===== config.mk =====
export PLATFORM = sky130hd
export DESIGN_NAME = xform_job_ctrl
export DESIGN_NICKNAME = d
export VERILOG_FILES = /design/src/rtl/xform_job_ctrl.sv
export SDC_FILE = /design/constraint.sdc
export NUM_CORES = 1
export LEC_CHECK = 0
export BUFFER_PORTS_ARGS = -buffer_cell sky130_fd_sc_hd__buf_2
export CAP_MARGIN = 5
export CORE_MARGIN = 8
export CORE_UTILIZATION = 44
export CTS_CLUSTER_SIZE = 12
export DETAILED_ROUTE_END_ITERATION = 8
export MAX_ROUTING_LAYER = met4
export PLACE_DENSITY = 0.76
export SKIP_CTS_REPAIR_TIMING = 1
export SLEW_MARGIN = 40
export SYNTH_ARGS = -nofsm -noshare
export SYNTH_HDL_FRONTEND = slang
export SYNTH_SLANG_ARGS = --single-unit

===== constraint.sdc =====
create_clock -name clk_i -period 1.7 [get_ports clk_i]
set_clock_uncertainty 0.15 [all_clocks]
set_input_delay 0.34 -clock clk_i [delete_from_list [all_inputs] [get_ports clk_i]]
set_output_delay 0.34 -clock clk_i [all_outputs]
set_load 0.01 [all_outputs]

===== src/rtl/xform_job_ctrl.sv =====
// Buffer transform job controller: reads len bytes from base, writes each back XORed with MASK.
// Optional completed-job counter on jobs_o is built only when XFORM_JOB_COUNT_EN is defined.
module xform_job_ctrl #(
    parameter logic [7:0] MASK    = 8'hAA,
    parameter logic [7:0] MAX_LEN = 8'd255
) (
    input  logic       clk_i,
    input  logic       reset_n_i,
    input  logic       start_i,
    input  logic [7:0] base_i,
    input  logic [7:0] len_i,
    input  logic       abort_i,
    output logic       rd_en_o,
    output logic [7:0] rd_addr_o,
    input  logic [7:0] rd_data_i,
    output logic       wr_en_o,
    output logic [7:0] wr_addr_o,
    output logic [7:0] wr_data_o,
    output logic       busy_o,
    output logic       done_o,
    output logic       err_o,
    output logic [1:0] state_o,
    output logic [7:0] jobs_o
);

    localparam int unsigned W = 8;
    localparam logic [W:0] MAX_LEN_X = {1'b0, MAX_LEN};

    typedef enum logic [1:0] {
        S_IDLE   = 2'b00,
        S_ACTIVE = 2'b01,
        S_DONE   = 2'b10,
        S_ERROR  = 2'b11
    } state_e;

    state_e         state_q, state_d;
    logic           rd_en_q, rd_en_d;
    logic [W-1:0]   rd_addr_q, rd_addr_d;
    logic [W-1:0]   rem_q, rem_d;
    logic           wr_en_q, wr_en_d;
    logic [W-1:0]   wr_addr_q, wr_addr_d;
    logic           done_q, done_d;
    logic           busy_q, busy_d;
    logic           err_q, err_d;
    logic           len_bad_c;
    logic           rd_fire_c;

    assign len_bad_c = (len_i == '0) || ({1'b0, len_i} > MAX_LEN_X);

    // Abort must kill the read strobe in the same cycle, so it gates the registered strobe.
    assign rd_fire_c = rd_en_q & ~abort_i;

    // Next-state and registered-output logic
    always_comb begin
        state_d   = state_q;
        rd_en_d   = 1'b0;
        rd_addr_d = rd_addr_q;
        rem_d     = rem_q;
        wr_en_d   = 1'b0;
        wr_addr_d = wr_addr_q;
        done_d    = 1'b0;

        case (state_q)
            S_IDLE: begin
                if (start_i) begin
                    if (len_bad_c) begin
                        state_d = S_ERROR;
                    end else begin
                        state_d   = S_ACTIVE;
                        rd_en_d   = 1'b1;
                        rd_addr_d = base_i;
                        rem_d     = len_i;
                    end
                end
            end
            S_ACTIVE: begin
                wr_en_d   = rd_fire_c;
                wr_addr_d = rd_addr_q;
                if (abort_i) begin
                    state_d = S_ERROR;
                end else if (rd_en_q) begin
                    rem_d     = W'(rem_q - W'(1));
                    rd_addr_d = W'(rd_addr_q + W'(1));
                    rd_en_d   = (rem_q != W'(1));
                end else begin
                    // trailing write of the last byte is on the bus this cycle
                    state_d = S_DONE;
                    done_d  = 1'b1;
                end
            end
            S_DONE: begin
                state_d = S_IDLE;
            end
            S_ERROR: begin
                if (abort_i) begin
                    state_d = S_IDLE;
                end
            end
            default: begin
                state_d = S_IDLE;
            end
        endcase

        busy_d = (state_d == S_ACTIVE) || (state_d == S_DONE);
        err_d  = (state_d == S_ERROR);
    end

    always_ff @(posedge clk_i or negedge reset_n_i) begin
        if (!reset_n_i) begin
            state_q   <= S_IDLE;
            rd_en_q   <= 1'b0;
            rd_addr_q <= '0;
            rem_q     <= '0;
            wr_en_q   <= 1'b0;
            wr_addr_q <= '0;
            done_q    <= 1'b0;
            busy_q    <= 1'b0;
            err_q     <= 1'b0;
        end else begin
            state_q   <= state_d;
            rd_en_q   <= rd_en_d;
            rd_addr_q <= rd_addr_d;
            rem_q     <= rem_d;
            wr_en_q   <= wr_en_d;
            wr_addr_q <= wr_addr_d;
            done_q    <= done_d;
            busy_q    <= busy_d;
            err_q     <= err_d;
        end
    end

`ifdef XFORM_JOB_COUNT_EN
    logic [W-1:0] jobs_q, jobs_d;

    assign jobs_d = done_d ? W'(jobs_q + W'(1)) : jobs_q;

    always_ff @(posedge clk_i or negedge reset_n_i) begin
        if (!reset_n_i) begin
            jobs_q <= '0;
        end else begin
            jobs_q <= jobs_d;
        end
    end

    assign jobs_o = jobs_q;
`else
    assign jobs_o = 8'h00;
`endif

    assign rd_en_o   = rd_fire_c;
    assign rd_addr_o = rd_addr_q;
    assign wr_en_o   = wr_en_q;
    assign wr_addr_o = wr_addr_q;
    // Read data arrives the cycle after the strobe, so the write data is formed on the fly.
    assign wr_data_o = wr_en_q ? (rd_data_i ^ MASK) : 8'h00;
    assign busy_o    = busy_q;
    assign done_o    = done_q;
    assign err_o     = err_q;
    assign state_o   = state_q;

endmodule

[Word-level counts from Yosys, hierarchy flattened]
Index checks and enable logic that the tools add are counted.
Word-level totals
  register bits: 31
  input port bits: 28
  output and inout bits: 39
  logic and storage cells: 56
Cells by class
  $add $sub $neg: 2
  equal/unequal tests: 11
  mux-type cells: 26
  bitwise logic cells: 3
  reduce and logical (&&, ||, !) cells: 5
Operators by type and width (number)
  $mux W8: 9
  $pmux W8 S2: 2
  $mux W2: 5
  $add A8 B1 Y8 const B: 1
  $eq A2 B2 Y1 const B: 4
  $logic_not A8 Y1: 1
  $mux W1: 8
  $ne A2 B2 Y1 const B: 4
  $ne A8 B1 Y1 const B: 1
  $pmux W2 S4: 1
  $sub A8 B1 Y8 const B: 1
  $reduce_and A5 Y1: 1
  $eq A2 B1 Y1 const B: 2
  $not A4 Y4: 1
  $logic_not A2 Y1: 1
  $pmux W1 S2: 1
  $reduce_bool A2 Y1: 1
  $and A1 B1 Y1: 1
  $logic_or A1 B1 Y1: 1
  $not A1 Y1: 1

[Depth between registers and ports, before layout]
Gate-level depths: netlist (run 1).
  word-level depth: 6
  mapped depth: 7
  depth with buffers taken out: 5

[Worst setup path before layout (run 1)]
OpenSTA, ideal clock, no wires.
  path type: input -> register
  start point: input len_i[6]
  end point: register rd_addr_q[7], in the netlist rd_addr_o[7]
  arrival: 1.563 ns
  data required time: 1.428 ns
  path slack: -0.135 ns
  stages on the path: 4
  path buffers: 1
  cells stage by stage: or4_1 o32a_1 buf_6 a32o_1
On the way
  longest elaborated chain between the ends: 3
Ends and longest elaborated chain
  from (decl): line 11  | input logic [7:0] len_i,
  $logic_not A8 Y1: line 48  | assign len_bad_c = (len_i == '0) || ({1'b0, len_i} > MAX_LEN_X);
  $ne A2 B2 Y1 (no source line)
  $reduce_and A5 Y1 (no source line)
  to (signal assigned): line 122  | rd_addr_q <= rd_addr_d;
  to (decl): line 38  | logic [W-1:0] rd_addr_q, rd_addr_d;
Every way passes these cells.
A chain may end at the register's enable or synchronous reset.

[Worst setup path in the final report (run 1)]
  start point: register state_q[0], in the netlist state_o[0]
  end point: register rem_q[6]
On the way
  longest elaborated chain between the ends: 3
  elaborated cells between the ends (all ways): 9
  those cells by class: 5 x eq/ne; 1 x mux; 3 x reduce/logical
Ends and longest elaborated chain
  from (decl): line 36  | state_e state_q, state_d;
  from (signal assigned): line 120  | state_q <= state_d;
  $eq A2 B1 Y1 or $logic_not A2 Y1 (tied branches): line 63  | case (state_q)
  $ne A2 B2 Y1 (no source line) or $reduce_bool A2 Y1 (tied branches)
  $reduce_and A5 Y1 (no source line)
  to (signal assigned): line 123  | rem_q <= rem_d;
  to (decl): line 39  | logic [W-1:0] rem_q, rem_d;
Several ways; a longest one is shown, not always the timed one.

==> results.py, run 1 <==
metrics = {
    "timing": {
        "hold_violations": 0,
        "period_needed_ns": 1.65,
        "fin_crit_sh_pct": 97.0,
        "rsz0062_at_grt": "true",
        "slew_violations": 0,
        "fin_tns_setup_ns": 0,
        "final-setup-viol-count": 0,
        "clock.fmax_mhz": 607,
    },
    "clocking": {
        "cts-htree-levels": 2,
        "cts_sinks": 31,
        "clk_latency_ns": 0.29,
        "cts_buffer_depth": 2,
        "cts_made_buffers": 5,
        "path_clk_slew_ns": 0.06,
        "clock-root-buffer": "clkbuf_8",
        "cts_tree": "yes",
    },
    "final_layout": {
        "drive_gt1_share_pct": 43.0,
        "final_nets": 324,
        "syn_to_final_growth_pct": 46.2,
        "layout_common_cells": "buf_2 (58), buf_4 (39), nand2_1 (37)",
        "diodes": 0,
        "layout.cells.most_common": "buf_2",
    },
    "min_path": {
        "hold_start": "base_i[1]",
        "hp-class": "input port to flop",
    },
    "setup_path": {
        "startpoint": "state_o[0]$_DFF_PN0_",
        "path_buf_inv": 3,
        "path_cells": "buf_6, buf_4, nor2b_1, buf_4, and2_4, a22oi_1, o22ai_1",
        "cpPeakStageDelay_ns": 0.40,
        "cp.arrival_ns": 1.67,
        "crit_path_end_kind": "flop",
        "cp_top_family": "buffers and inverters",
        "crit_type": "flop to flop",
        "path_common_cell": "buf_4",
        "startpoint_type": "flop",
        "cp_slowest_cell": "dfrtp_1",
        "r2r-start": "state_o[0]$_DFF_PN0_",
        "path_max_fanout": 8,
        "cp.required_ns": 1.72,
    },
    "flow_run": {
        "maxCapViolCount": 0,
    },
    "die": {
        "initial_core_util_pct": 44.7,
        "rows": 23,
        "core_area_mm2": 0.00388,
        "die_w_um": 78.8,
        "die_h_um": 78.8,
        "boundaryPins": 67,
        "dieArea_mm2": 0.00621,
    },
    "synthesis": {
        "async_flop_share_pct": 100,
        "ys_seq_elements": 31,
        "synthCells": 194,
        "seq_area_frac_synth_pct": 44.7,
        "syn_area_mm2": 0.00174,
        "syn-mean-instance-area_um2": 8.95,
        "synth.distinct_cells": 46,
        "synth_flop_cell": "dfrtp_1",
        "synth_warnings": 0,
        "synth_edf_count": 0,
    },
    "pwr": {
        "p_sw_mw": 1.75,
        "pwr_density_cell_mw_per_mm2": 1720,
        "comb_power_share_pct": 53.0,
        "p_seq_share_pct": 29.6,
        "switching_share_pct": 40.0,
        "power_mw": 4.37,
        "p_leak_nw": 1.28,
        "intPower_mw": 2.62,
        "irDropWorstVdd_mv": 0.703,
        "p_clk_share_pct": 17.3,
    },
    "global_routing": {
        "grt_usage_pct": 16.4,
        "grt_pass1_wl_um": 8000,
        "antenna_found_initial": 0,
        "grt_overflow": 0,
        "grt_start_max_net_pins": 32,
        "grt_pass1_vias": 1740,
    },
    "routing": {
        "drt_iter0_drc": 81,
        "dr_total_vias": 1781,
        "detail-route-antenna-nets": 0,
        "finalWirelength_um": 4970,
        "dr.pass1.iters": 5,
        "drcViolationCount": 0,
        "viasPerCell": 5.19,
        "wl_per_cell_um": 14.5,
    },
    "place": {
        "gp_congestion": 0.943,
        "io_buffers": 58,
        "dpl.hpwl_um": 3800,
    },
    "run_status": {
        "outcome": "finished, final reports clean",
    },
}
worst paths after layout:
path	cells after the start	slack [ns]	to
setup / recovery	7	0.05	rem_q[6]$_DFFE_PN0P_
hold / removal	3	0.17	rd_addr_o[1]$_DFFE_PN0P_
setup reg to reg	7	0.05	rem_q[6]$_DFFE_PN0P_
hold reg to reg	2	0.32	wr_addr_o[4]$_DFFE_PN0P_
max in group asynchronous	3	0.66	wr_addr_o[5]$_DFFE_PN0P_
min in group asynchronous	3	0.44	rem_q[5]$_DFFE_PN0P_
synth_stat cells, types with 2 or more instances:
library cell  count  area share, %
a32o_1            2            1.2
dfrtp_1          31             45
buf_2             2           0.58
nor3_1            4            1.2
o21ai_0           7            2.0
nor4_1            4            1.4
nand2b_1          3            1.1
clkbuf_1          3           0.65
buf_1             2           0.43
inv_1             3           0.65
buf_4             8            3.5
ha_1              4            2.9
a21oi_1          16            4.6
nand3_1           9            2.6
a22oi_1           2           0.86
nor2b_1           8            2.9
and2_1            5            1.8
o22ai_1           6            2.2
nand4_1           3            1.1
o31ai_1           3            1.3
nand2_1          37            8.0
a211oi_1          2           0.86
nor2_1            7            1.5
worst register-to-register path: cells and delay by family, from the launching register on:
kind            cells  cell delay, ns
buf+inv             3            0.43
compound gates      2            0.27
flops               1            0.40
simple gates        2            0.29
registers in the layout, indices dropped and copies added (netlist names):
register,cells
rd_addr_o,8
rem_q,8
wr_addr_o,8
state_o,2
busy_o,1
done_o,1
err_o,1
rd_en_q,1
wr_en_o,1
area by class of cell:
type | count | area, um^2
Multi-Input combinational cell | 150 | 942
Fill cell | 351 | 1350
Clock inverter | 2 | 35.0
Tap cell | 50 | 62.6
Inverter | 4 | 15.0
Timing Repair Buffer | 100 | 624
Clock buffer | 6 | 82.6
Sequential cell | 31 | 776
power by group through the flow:
stage / clock network [mW] / registers, mW / logic, mW
finish: 0.757 / 1.29 / 2.32
global route: 0.815 / 1.35 / 2.54
CTS: 0.776 / 1.28 / 2.22
detailed placement: 0 / 1.29 / 2.21
global placement: 0 / 1.28 / 2.18
floorplan: 0 / 1.45 / 1.09
cells by family after synthesis:
group	share of synthesized area, %
buffers and inverters	6.63
multiplexers	0.577
AO/OA/AOI/OAI	19.4
other	0.216
AND/OR/NAND/NOR	25.6
flip-flops	44.7
adder cells (fa/ha/maj)	2.88
through the flow:
step	setup WS [ns]	utilization, %	hold WS (ns)	area [um^2]	std cells
2_1_floorplan	-0.123	-	-0.106	1780	201
3_3_place_gp	-0.279	60.4	0.232	2350	333
3_5_place_dp	-0.306	60.4	0.235	2350	333
4_1_cts	-0.0101	63.4	-0.0834	2460	341
5_1_grt	-0.0295	65.3	0.173	2540	343
6_report	0.0516	65.3	0.172	2540	343
metal layers:
metal,vias to the layer above,part of all wire (%),GRT usage (%)
met5,-,0,-
met4,0,2.3,7.78
met3,13,9.9,5.87
met2,71,47,25.4
met1,819,41,18.5
li1,878,-,-
Power figures use the tool's default switching activity.
==> run 2: changes to the inputs <==
- SETUP_SLACK_MARGIN: unset -> 0.2
==> run 2 against run 1 <==
Compared with the run above: utilization rose by 8.4 points; fmax is 0.71% higher; via count increased by 11%; sequential cell count stayed put.
==> results.py, run 2 (synthesized netlist as in run 1, its figures left out) <==
metrics = {
    "setup_path": {
        "path_max_fanout": 5,
        "cp_top_family": "compound AO/OA/AOI/OAI gates",
        "r2r-start": "state_o[0]$_DFF_PN0_",
        "startpoint": "len_i[6]",
        "crit_type": "input port to flop",
        "worst-path-stages": 5,
        "cpPeakStageDelay_ns": 0.58,
        "r2r.worst_path.cells": 6,
        "crit_path_end_kind": "flop",
        "path_buf_inv": 1,
        "startpoint_type": "input port",
        "path_cells": "buf_6, or4_4, o32a_4, a21oi_1, a21oi_1",
        "rrSetupSlack_ns": 0.08,
        "path_common_cell": "a21oi_1",
        "cp_slowest_cell": "or4_4",
        "cp.required_ns": 1.73,
        "r2r-end": "rem_q[7]$_DFFE_PN0P_",
        "critPathCapture": "rd_addr_o[2]$_DFFE_PN0P_",
        "cp.arrival_ns": 1.66,
    },
    "die": {
        "initial_core_util_pct": 44.7,
        "die_h_um": 78.8,
        "boundaryPins": 67,
        "die_w_um": 78.8,
        "core_area_mm2": 0.00388,
        "dieArea_mm2": 0.00621,
        "rows": 23,
    },
    "global_routing": {
        "grt_pass1_wl_um": 8290,
        "grt_usage_pct": 16.9,
        "antenna_found_initial": 0,
        "grt_overflow": 0,
        "grt_start_max_net_pins": 32,
        "grt_pass1_vias": 1732,
    },
    "final_layout": {
        "fin_area_mm2": 0.00286,
        "syn_to_final_growth_pct": 65.0,
        "utilization_pct": 73.7,
        "regArea_um2": 781,
        "final_nets": 335,
        "diodes": 0,
        "multi_input_area_mm2": 0.00110,
        "layout.cells.most_common": "buf_2",
        "n_fill_cell": 262,
        "drive_gt1_share_pct": 53.9,
        "layout_common_cells": "buf_2 (55), buf_4 (39), nand2_1 (35)",
    },
    "routing": {
        "dr_total_vias": 1985,
        "viasPerCell": 5.61,
        "wl_per_cell_um": 17.2,
        "detail-route-antenna-nets": 0,
        "drcViolationCount": 0,
        "finalWirelength_um": 6070,
        "drt_iter0_drc": 102,
        "dr.pass1.iters": 4,
    },
    "place": {
        "dpl.hpwl_um": 3900,
        "io_buffers": 58,
        "placed_cell_area_mm2": 0.00238,
        "gp_congestion": 0.885,
    },
    "run_status": {
        "outcome": "finished, final reports clean",
    },
    "min_path": {
        "hold_start": "abort_i",
        "hp-class": "input port to flop",
    },
    "pwr": {
        "pwr_density_cell_mw_per_mm2": 1770,
        "irDropWorstVdd_mv": 0.711,
        "p_leak_nw": 1.38,
    },
    "timing": {
        "fin_crit_sh_pct": 96.3,
        "slew_violations": 0,
        "rsz0062_at_grt": "true",
        "hold_violations": 0,
        "clock.fmax_mhz": 611,
        "worst_hold_slack_ns": 0.188,
        "period_needed_ns": 1.64,
        "final-setup-viol-count": 0,
    },
    "clocking": {
        "cts-htree-levels": 2,
        "cts_sinks": 31,
        "clk_latency_ns": 0.29,
        "cts_tree": "yes",
        "cts_buffer_depth": 2,
        "cts_made_buffers": 5,
        "clock-root-buffer": "clkbuf_8",
        "path_clk_slew_ns": 0.07,
    },
    "flow_run": {
        "maxCapViolCount": 0,
    },
}
==> run 2: cell type report <==
| class | instances | area share [%] |
|---|---|---|
| multi-input cells | 151 | 38.4 |
| repair buffers | 110 | 27.4 |
| flip-flops and latches | 31 | 27.3 |
| clock buffers | 6 | 2.88 |
| well taps | 50 | 2.18 |
| clock inverters | 2 | 1.22 |
| inverters | 4 | 0.612 |
==> run 2: metal layers <==
layer	up-vias	share of wire [%]	global-route usage, %
met3	23	9.4	5.42
met4	0	3.4	7.22
met5	-	0	-
met1	942	37	18.5
met2	117	50	27.8
li1	903	-	-
==> run 2: where the power goes <==
| part | internal (mW) | switching [mW] |
|---|---|---|
| clock | 0.474 | 0.288 |
| combinational | 1.43 | 1.48 |
| sequential | 1.08 | 0.322 |
| total | 2.99 | 2.09 |
==> run 2: how the worst min path moves through the flow <==
| stage | endpoint | cells after the start |
|---|---|---|
| 5_1_grt | done_o$_DFF_PN0_ | 2 |
| 6_report | done_o$_DFF_PN0_ | 2 |
| 2_1_floorplan | busy_o$_DFF_PN0_ | 0 |
| 3_3_place_gp | rem_q[5]$_DFFE_PN0P_ | 2 |
| 3_5_place_dp | rem_q[5]$_DFFE_PN0P_ | 2 |
| 4_1_cts | rem_q[5]$_DFFE_PN0P_ | 2 |
==> run 2: per-stage QoR <==
stage | setup WS, ns | std cells | TNS [ns] | power [mW]
after floorplan | -0.112 | 201 | -0.525 | 2.60
after global placement | -0.265 | 331 | -2.98 | 3.47
after detailed placement | -0.277 | 331 | -3.20 | 3.53
after CTS | -0.0615 | 339 | -0.299 | 4.31
after global routing | 0.0192 | 354 | 0 | 5.36
final | 0.0632 | 354 | 0 | 5.07
==> run 3: changes to the inputs <==
- CELL_PAD_IN_SITES_DETAIL_PLACEMENT: unset -> 2
- CELL_PAD_IN_SITES_GLOBAL_PLACEMENT: unset -> 2
- CORE_UTILIZATION: 44 -> 25
- PLACE_DENSITY: 0.76 -> unset
- PLACE_DENSITY_LB_ADDON: unset -> 0.1
==> run 3 against run 2 <==
Compared with the run above: register-to-register slack got worse by 0.04 ns; fmax is 2.3% lower; sequential cell count unchanged; worst setup slack got worse by 0.038 ns; critical path depth unchanged; die area increased by 59%; combinational power increased by 11%; sequential power hardly changed; clock-buffer cell count increased by 1; worst hold slack better by 0.034 ns; first-iteration DRC count fell by 49%; design area is 5.9% higher; critical path type unchanged; critical endpoint unchanged; largest cell class unchanged; largest power group unchanged.
==> results.py, run 3 (synthesized netlist as in run 1, its figures left out) <==
metrics = {
    "min_path": {
        "hold_start": "abort_i",
        "worstHoldEndpoint": "done_o$_DFF_PN0_",
        "hold_depth": 3,
        "hp-class": "input port to flop",
    },
    "clocking": {
        "cts_sinks": 31,
        "cts_made_buffers": 5,
        "cts-htree-levels": 2,
        "cts_buffer_depth": 2,
        "clk_latency_ns": 0.29,
        "path_clk_slew_ns": 0.08,
        "clock-root-buffer": "clkbuf_8",
        "cts_tree": "yes",
    },
    "setup_path": {
        "cpPeakStageDelay_ns": 0.56,
        "r2r-end": "rd_addr_o[0]$_DFFE_PN0P_",
        "r2r-start": "rd_en_q$_DFF_PN0_",
        "path_max_fanout": 9,
        "path_common_cell": "a21oi_1",
        "path_cells": "buf_2, or4_4, o32a_4, a21oi_1, a21oi_1",
        "rrSetupSlack_ns": 0.04,
        "cp.required_ns": 1.73,
        "r2r.worst_path.cells": 8,
        "crit_path_end_kind": "flop",
        "crit_type": "input port to flop",
        "cp.arrival_ns": 1.70,
        "cp_slowest_cell": "or4_4",
        "startpoint_type": "input port",
    },
    "final_layout": {
        "regArea_um2": 782,
        "fin_area_mm2": 0.00303,
        "final_nets": 346,
        "layout.cells.most_common": "buf_2",
        "n_fill_cell": 745,
        "diodes": 0,
        "final_cells": 395,
        "syn_to_final_growth_pct": 74.7,
        "layout_common_cells": "buf_2 (51), buf_4 (42), dfrtp_1 (26)",
        "multi_input_area_mm2": 0.00111,
        "drive_gt1_share_pct": 57.1,
    },
    "die": {
        "dieArea_mm2": 0.00986,
        "core_area_mm2": 0.00676,
        "die_h_um": 99.3,
        "initial_core_util_pct": 25.7,
        "boundaryPins": 67,
        "die_w_um": 99.3,
        "rows": 30,
    },
    "global_routing": {
        "grt_start_max_net_pins": 17,
        "grt_usage_pct": 14.3,
        "grt_pass1_vias": 2127,
        "grt_overflow": 0,
        "antenna_found_initial": 0,
        "grt_pass1_wl_um": 11000,
    },
    "place": {
        "placed_cell_area_mm2": 0.00244,
        "gp_congestion": 0.747,
        "dpl.hpwl_um": 5380,
        "place_inst": 366,
        "io_buffers": 58,
    },
    "pwr": {
        "pwr_density_cell_mw_per_mm2": 1730,
        "p_leak_nw": 1.44,
        "irDropWorstVdd_mv": 0.410,
    },
    "timing": {
        "fin_crit_sh_pct": 98.5,
        "slew_violations": 0,
        "final-setup-viol-count": 0,
        "hold_violations": 0,
        "clock.fmax_mhz": 597,
        "rsz0062_at_grt": "true",
        "period_needed_ns": 1.68,
    },
    "routing": {
        "dr.pass1.iters": 4,
        "finalWirelength_um": 7890,
        "wl_per_cell_um": 20.0,
        "viasPerCell": 4.96,
        "detail-route-antenna-nets": 0,
        "dr_total_vias": 1960,
        "drt_iter0_drc": 52,
        "drcViolationCount": 0,
    },
    "flow_run": {
        "maxCapViolCount": 0,
    },
    "run_status": {
        "outcome": "finished, final reports clean",
    },
}
==> run 3: how the worst max path moves through the flow <==
stage	start	to	slack (ns)
floorplan	len_i[3]	rem_q[7]$_DFFE_PN0P_	-0.11
global placement	len_i[3]	rd_addr_o[7]$_DFFE_PN0P_	-0.30
detailed placement	len_i[3]	rem_q[2]$_DFFE_PN0P_	-0.35
CTS	state_o[0]$_DFF_PN0_	rd_addr_o[5]$_DFFE_PN0P_	-0.12
global route	len_i[3]	rd_addr_o[2]$_DFFE_PN0P_	-0.03
finish	len_i[3]	rd_addr_o[2]$_DFFE_PN0P_	0.02
==> run 3: routing by layer <==
metal	share of wire (%)	global-route usage (%)	routed length (um)	vias up
met1	41	15.6	3240	996
met3	3.6	3.35	281	6
met4	0.77	3.84	61	0
met2	55	25.5	4310	36
li1	-	-	-	922
met5	0	-	0	-
==> run 3: stage by stage <==
| stage | hold slack [ns] | TNS (ns) | util (%) | setup WS (ns) | total power [mW] |
|---|---|---|---|---|---|
| CTS | -0.153 | -0.577 | 37.3 | -0.118 | 4.28 |
| global placement | 0.157 | -3.44 | 36.1 | -0.301 | 3.60 |
| global route | 0.231 | -0.0655 | 44.9 | -0.0306 | 5.58 |
| finish | 0.223 | 0 | 44.9 | 0.0248 | 5.23 |
| floorplan | -0.106 | -0.525 | - | -0.112 | 2.60 |
| detailed placement | 0.157 | -3.76 | 36.1 | -0.351 | 3.67 |
==> run 3: report_power, final <==
part | total, mW | internal (mW) | leakage [nW] | switching (mW)
combinational | 3.23 | 1.60 | 1.02 | 1.63
sequential | 1.41 | 1.08 | 0.378 | 0.330
clock | 0.591 | 0.288 | 0.0422 | 0.303
==> run 3: final cells by class <==
class | instances | share of cell area (%)
inverters | 4 | 0.660
clock buffers | 7 | 2.52
flip-flops and latches | 31 | 25.8
multi-input cells | 150 | 36.7
clock inverters | 1 | 0.165
repair buffers | 122 | 30.8
well taps | 80 | 3.30
==> run 3: worst max-delay path: cells and delay by family <==
family / cells / cell delay, ns
AO/OA/AOI/OAI: 3 / 0.70
buffers and inverters: 1 / 0.11
AND/OR/NAND/NOR: 1 / 0.56
